## src/rtl/id_stage_pipe.sv

```systemverilog
// rtl/id_stage_pipe.sv - LEGv8 decode stage: regfile, immediate extract, ID/EX register (optional XZR_EN: X31 reads zero)
module id_stage_pipe #(
    parameter int WORD      = 64,
    parameter int INST_SIZE = 32,
    parameter int REG_NUM   = 32,
    localparam int REG_AW   = $clog2(REG_NUM)
) (
    input  logic                 clk,
    input  logic                 rst_n,
    input  logic                 in_valid,
    output logic                 in_ready,
    input  logic [INST_SIZE-1:0] inst,
    input  logic                 Reg2Loc,
    input  logic                 flush,
    input  logic                 wb_en,
    input  logic [REG_AW-1:0]    wb_addr,
    input  logic [WORD-1:0]      wb_data,
    output logic                 out_valid,
    input  logic                 out_ready,
    output logic [WORD-1:0]      r_data1,
    output logic [WORD-1:0]      r_data2,
    output logic [WORD-1:0]      ex_data,
    output logic [REG_AW-1:0]    rd
);

    localparam logic [REG_AW-1:0] XZR_ADDR = REG_AW'(REG_NUM - 1);

    logic [WORD-1:0]   regs_q [REG_NUM];
    logic              valid_q, valid_d;
    logic [WORD-1:0]   r1_q, r1_d, r2_q, r2_d, ex_q, ex_d;
    logic [REG_AW-1:0] rd_q, rd_d, rn_q, rn_d, rm_q, rm_d;
    logic [REG_AW-1:0] rn_addr, rm_addr;
    logic [WORD-1:0]   imm;
    logic              wr_ok, capture, hold;

    // X31 is never written when the zero register is enabled, so it stays at its reset value of 0
`ifdef XZR_EN
    assign wr_ok = wb_en & (wb_addr != XZR_ADDR);
`else
    assign wr_ok = wb_en;
`endif

    assign rn_addr  = REG_AW'(inst[9:5]);
    assign rm_addr  = Reg2Loc ? REG_AW'(inst[4:0]) : REG_AW'(inst[20:16]);
    assign in_ready = ~valid_q | out_ready;
    assign capture  = in_valid & in_ready & ~flush;
    assign hold     = valid_q & ~out_ready;

    function automatic logic [WORD-1:0] rd_val(input logic [REG_AW-1:0] a);
        return (wr_ok && wb_addr == a) ? wb_data : regs_q[a];
    endfunction

    always_comb begin
        imm = {{(WORD-INST_SIZE){1'b0}}, inst};
        if (inst[31:26] == 6'b000101)
            imm = {{(WORD-26){inst[25]}}, inst[25:0]};
        else if (inst[31:25] == 7'b1011010)
            imm = {{(WORD-19){inst[23]}}, inst[23:5]};
        else if (inst[31:23] == 9'b111110000 && !inst[21])
            imm = {{(WORD-9){inst[20]}}, inst[20:12]};
        else if (inst[31:22] == 10'b1001000100 || inst[31:22] == 10'b1101000100)
            imm = {{(WORD-12){1'b0}}, inst[21:10]};
    end

    always_comb begin
        valid_d = capture | hold;
        r1_d    = r1_q;
        r2_d    = r2_q;
        ex_d    = ex_q;
        rd_d    = rd_q;
        rn_d    = rn_q;
        rm_d    = rm_q;
        if (flush)
            valid_d = 1'b0;
        if (capture) begin
            r1_d = rd_val(rn_addr);
            r2_d = rd_val(rm_addr);
            ex_d = imm;
            rd_d = REG_AW'(inst[4:0]);
            rn_d = rn_addr;
            rm_d = rm_addr;
        end else if (hold) begin
            // keep the parked entry coherent with writebacks that land while it waits
            if (wr_ok && wb_addr == rn_q) r1_d = wb_data;
            if (wr_ok && wb_addr == rm_q) r2_d = wb_data;
        end
    end

    always_ff @(posedge clk) begin
        if (!rst_n) begin
            valid_q <= 1'b0;
            r1_q    <= '0;
            r2_q    <= '0;
            ex_q    <= '0;
            rd_q    <= '0;
            rn_q    <= '0;
            rm_q    <= '0;
            for (int i = 0; i < REG_NUM; i++) regs_q[i] <= '0;
        end else begin
            valid_q <= valid_d;
            r1_q    <= r1_d;
            r2_q    <= r2_d;
            ex_q    <= ex_d;
            rd_q    <= rd_d;
            rn_q    <= rn_d;
            rm_q    <= rm_d;
            if (wr_ok) regs_q[wb_addr] <= wb_data;
        end
    end

    assign out_valid = valid_q;
    assign r_data1   = r1_q;
    assign r_data2   = r2_q;
    assign ex_data   = ex_q;
    assign rd        = rd_q;

endmodule

```

## config.mk

```make
export PLATFORM = sky130hd
export DESIGN_NAME = id_stage_pipe
export DESIGN_NICKNAME = d
export VERILOG_FILES = /design/src/rtl/id_stage_pipe.sv
export SDC_FILE = /design/constraint.sdc
export NUM_CORES = 2
export LEC_CHECK = 0
export ABC_AREA = 1
export BUFFER_PORTS_ARGS = -buffer_cell sky130_fd_sc_hd__buf_4
export CAP_MARGIN = 5
export CELL_PAD_IN_SITES_DETAIL_PLACEMENT = 1
export CELL_PAD_IN_SITES_GLOBAL_PLACEMENT = 2
export CORE_ASPECT_RATIO = 1.25
export CORE_UTILIZATION = 39
export DETAILED_ROUTE_END_ITERATION = 12
export PLACE_DENSITY = 0.91
export SLEW_MARGIN = 5
export SYNTH_ARGS = -nofsm -noshare
export SYNTH_HDL_FRONTEND = slang
export SYNTH_SLANG_ARGS = --single-unit
```

## constraint.sdc

```tcl
create_clock -name clk -period 4.29 [get_ports clk]
set_clock_uncertainty 0.2 [all_clocks]
set_input_delay 0.858 -clock clk [delete_from_list [all_inputs] [get_ports clk]]
set_output_delay 0.858 -clock clk [all_outputs]
set_load 0.01 [all_outputs]
```

* After elaboration in Yosys (flattened, before gate mapping)
Memories as Yosys holds them, arrays and structs flattened. Cells that the tools add are included.
Operators by class: equality and inequality tests 9, multiplexer cells 20, bitwise operators 9, reduce and logical (&&, ||, !) cells 14
Operators by type and width (number):
- 2-to-1 mux 64 bit | 12
- OR reduction 64 bit | 1
- 2-to-1 mux 32 bit | 1
- == test 10 bit, second input constant | 2
- == test 5 bit | 4
- 2-to-1 mux 5 bit | 2
- == test 9 bit, second input constant | 1
- == test 7 bit, second input constant | 1
- == test 6 x 3 -> 1 bit, second input constant | 1
- nonzero test 2 bit | 3
- logical AND 1 bit | 5
- 2-to-1 mux 1 bit | 5
- NOT 1 bit | 4
- AND reduction 2 bit | 2
- bitwise AND 1 bit | 3
- OR 1 bit | 2
- OR reduction 2 bit | 1
- logical NOT 1 bit | 1
- logical OR 1 bit | 1
Storage, ports and cells: register bits 208, RAM bits 2048, bits of input ports 108, word-level logic and storage cells 60, memories kept 1
Memory list:
- regs_q | depth 32, bits a word 64, rd ports 2, clocked after Yosys merged registers in 0, wr ports 32, line 28 | logic [WORD-1:0] regs_q [REG_NUM];

* Depth between registers and ports, before layout
depth after elaboration 6, gate-level depth with buffers 15, mapped depth without buffers 13

* Least setup slack after synthesis
OpenSTA, ideal clock, no wires.
kind input port to flip-flop, start point input port wb_addr[1], end point memory regs_q[26][0], enable pin, arrival 3.353 ns, data required time 3.666 ns, slack 0.313 ns, stages 7, cell sequence buf_2 -> inv_1 -> nor3_2 -> nand2_1 -> clkbuf_1 -> clkbuf_1 -> nand2_1
RTL lines:
- start: declaration | line 16 | input logic [REG_AW-1:0] wb_addr,
- end: declaration | line 28

==> out/qor.txt <==
Residual DRC count: 0
Critical Path Sink Type: register
Vias: 117000
Unrepaired setup endpoints after global routing: false
Max FO, Critical Path: 18
Required time worst endpoint: 4.69 ns
Reg2reg path depth: 11
CORE AREA: 304000 um2
Crit start category: primary input
Final Total Pwr: 54.9 mW
Power density over cell area: 412 nW/um2
Yosys reg bits: 2225
Post-synth ARST share: 0%
Largest net degree at the start of global routing: 149
Final min period: 3.32 ns
Clock slew at reported path FFs: 0.06 ns
Die area: 308000 um2
Leading area contributor after synthesis: edfxtp_1
Clock Latency Late Sink: 0.97 ns
Worst-Margin Slew: 1.33 ns
Worst hold endpoint: ex_data[10]
TritonCTS clock tree: yes
Count of final max-slew check failures: 0
1st-pass router iterations: 8
Initial antenna violation count: 18
Initial core utilization: 39.3%
Reg2Reg Setup Slack: 1.41 ns
Max frequency: 0.301 GHz
Final hold vios: 0
Synth area leaders: edfxtp_1 52%, nand3_1 10%, nor2_1 9.4%, nand2_1 9.2%, o21ai_0 4.5%
Nets: 14200
Top sig layer: met5
Total CTS buffers: 239
Overflow after GRT: 0
MaxCap Viol Count: 0
H-tree levels: 4
Yosys warns: 0
PortBufs: 306
Setup tns final: 0 ns
Cell variety after synth: 41
Total Routing Usage GR: 37.1%
Clock Tree Buf Depth: 4
Number of synthesized flops with an enable pin: 2048
Fillers: 35800
Post-CTS sizing: 0
Vias in the first global route: 116000
Wirelength per Cell: 32.1 um
Synthesized area per cell: 8.20 um2
Row count: 226
Data arrival, critical path: 3.72 ns
Worst hold start: inst[10]
Fin crit share: 77.4%
Worst setup margin: 0.971 ns
Hold Path Class: primary input to register
Cell with the most instances after synthesis: nor2_1
Reg area: 65000 um2
Ys flop type: edfxtp_1
Final Setup Violations: 0
Peak supply drop: 0.000326 V
Detail Route Antenna Nets: 0
Post-synthesis cell count: 14600
DR vias/cell: 6.43
Dpl cells: 17800
Share of Yosys cell area claimed by the top area cell type: 51.5%
# Post-CTS Setup Buffers: 0
Fin area: 133000 um2
WL met3: 68300 um
Synthesized area: 119000 um2
CTS Hold Bufs: 14
R2R Path Start: out_valid
Post-synth top cells: 2977 x nor2_1, 2936 x nand2_1, 2474 x nand3_1, 2048 x edfxtp_1, 1072 x o21ai_0
Pre-CTS setup slack: 0.611 ns
Syn nets: 14700
Fin cells: 18300
Share of cells above drive strength 1: 7.83%
Worst Hold Margin: 0.0186 ns
CTS Sinks: 2225
First-pass GRT wire length: 826000 um
Placed inst area: 126000 um2
Initial drt markers: 16400
Met2 wire len: 261000 um
Layout Area Growth over Synthesis: 11.8%
Worst R2R End: r_data2[61]
Worst hold path cell count: 3
Rel. slew slack: 10.3%
Met1 wire length: 210000 um
Root buf cell: clkbuf_16
Routability cong.: 0.865
CP Class: primary input to register
Chip Width: 497 um
Die Y-Extent: 620 um
Post-DP HPWL: 304000 um
Status: finished, final reports clean
WL final: 586000 um
Lkg Pwr: 52.4 nW
Top Ports: 307
Final core utilization: 43.9%
Multi-input gate area: 46300 um2
Register area share after synthesis: 54.5%
layout by cell type, fill, tap and decap left out, types with 6 or more instances in the layout:
master / netlist / routed
inv_2: 18 / 12
clkinv_1: 7 / 42
nand2_4: 2 / 70
buf_12: 0 / 189
o22ai_1: 285 / 285
nor2_1: 2977 / 2977
diode_2: 0 / 15
o211ai_1: 161 / 161
clkinv_2: 0 / 52
a21oi_1: 361 / 361
nor3_1: 15 / 15
nand2_1: 2936 / 2867
nand3_1: 2474 / 2474
inv_6: 0 / 7
o21bai_1: 7 / 7
o21ai_0: 1072 / 1072
dfxtp_1: 177 / 177
o221ai_1: 33 / 33
bufinv_16: 0 / 12
buf_4: 142 / 467
inv_1: 497 / 493
clkbuf_1: 689 / 61
clkbuf_16: 0 / 243
dlygate4sd3_1: 0 / 14
clkbuf_8: 0 / 19
a31oi_1: 6 / 6
clkinvlp_4: 0 / 6
edfxtp_1: 2048 / 2048
o21ai_1: 33 / 32
routing by layer:
layer / vias up / track usage (%)
met5: - / 0
met2: 8090 / 58.0
met1: 58700 / 45.3
met4: 8 / 25.5
li1: 48200 / -
met3: 2298 / 8.53
cells by family after synthesis:
family,count (synthesis),share of synthesized area [%]
DFF,2225,54.5
and+or+nand+nor,8423,29.2
xor gates and xnor gates,3,0.0220
buffers and inverters,1931,7.20
AOI/OAI and AO/OA,1972,9.07
worst max path at each step:
| stage | startpoint | to | slack [ns] | cells past startpoint |
|---|---|---|---|---|
| after floorplan | wb_addr[1] | regs_q[26][0] | 0.31 | 7 |
| after global placement | inst[8] | r_data1[20] | 0.66 | 12 |
| after detailed placement | inst[8] | r_data1[20] | 0.61 | 12 |
| after CTS | ex_data[62] | ex_data[44] | 0.99 | 1 |
| after global routing | ex_data[62] | ex_data[52] | 0.91 | 1 |
| final | wb_addr[2] | regs_q[23][28] | 0.97 | 7 |
critical path, stage by stage:
cell,delay [ns]
buf_4,0.21
inv_2,0.11
nor3_1,1.06
buf_4,0.37
nand2_4,0.09
nand2_4,0.57
buf_4,0.41
power breakdown:
part	internal, mW	switching [mW]	total [mW]
registers	24.9	0.707	25.6
logic	2.29	6.30	8.59
clock network	11.4	9.39	20.8
flip-flops by register name (all words and copies together), names as in the netlist:
signal	flops
rm_q	5
out_valid	1
rd	5
r_data2	64
regs_q	2048
ex_data	33
rn_q	5
r_data1	64
area by class of cell:
class | instances | share of cell area [%]
clock inverters | 114 | 0.674
repair buffers | 676 | 5.64
inverters | 523 | 1.53
well taps | 3990 | 3.74
flip-flops and latches | 2225 | 48.8
clock buffers | 323 | 4.93
multi-input cells | 10400 | 34.7
diodes | 15 | 0.0281
No activity file was read; power rests on OpenSTA's default activity.
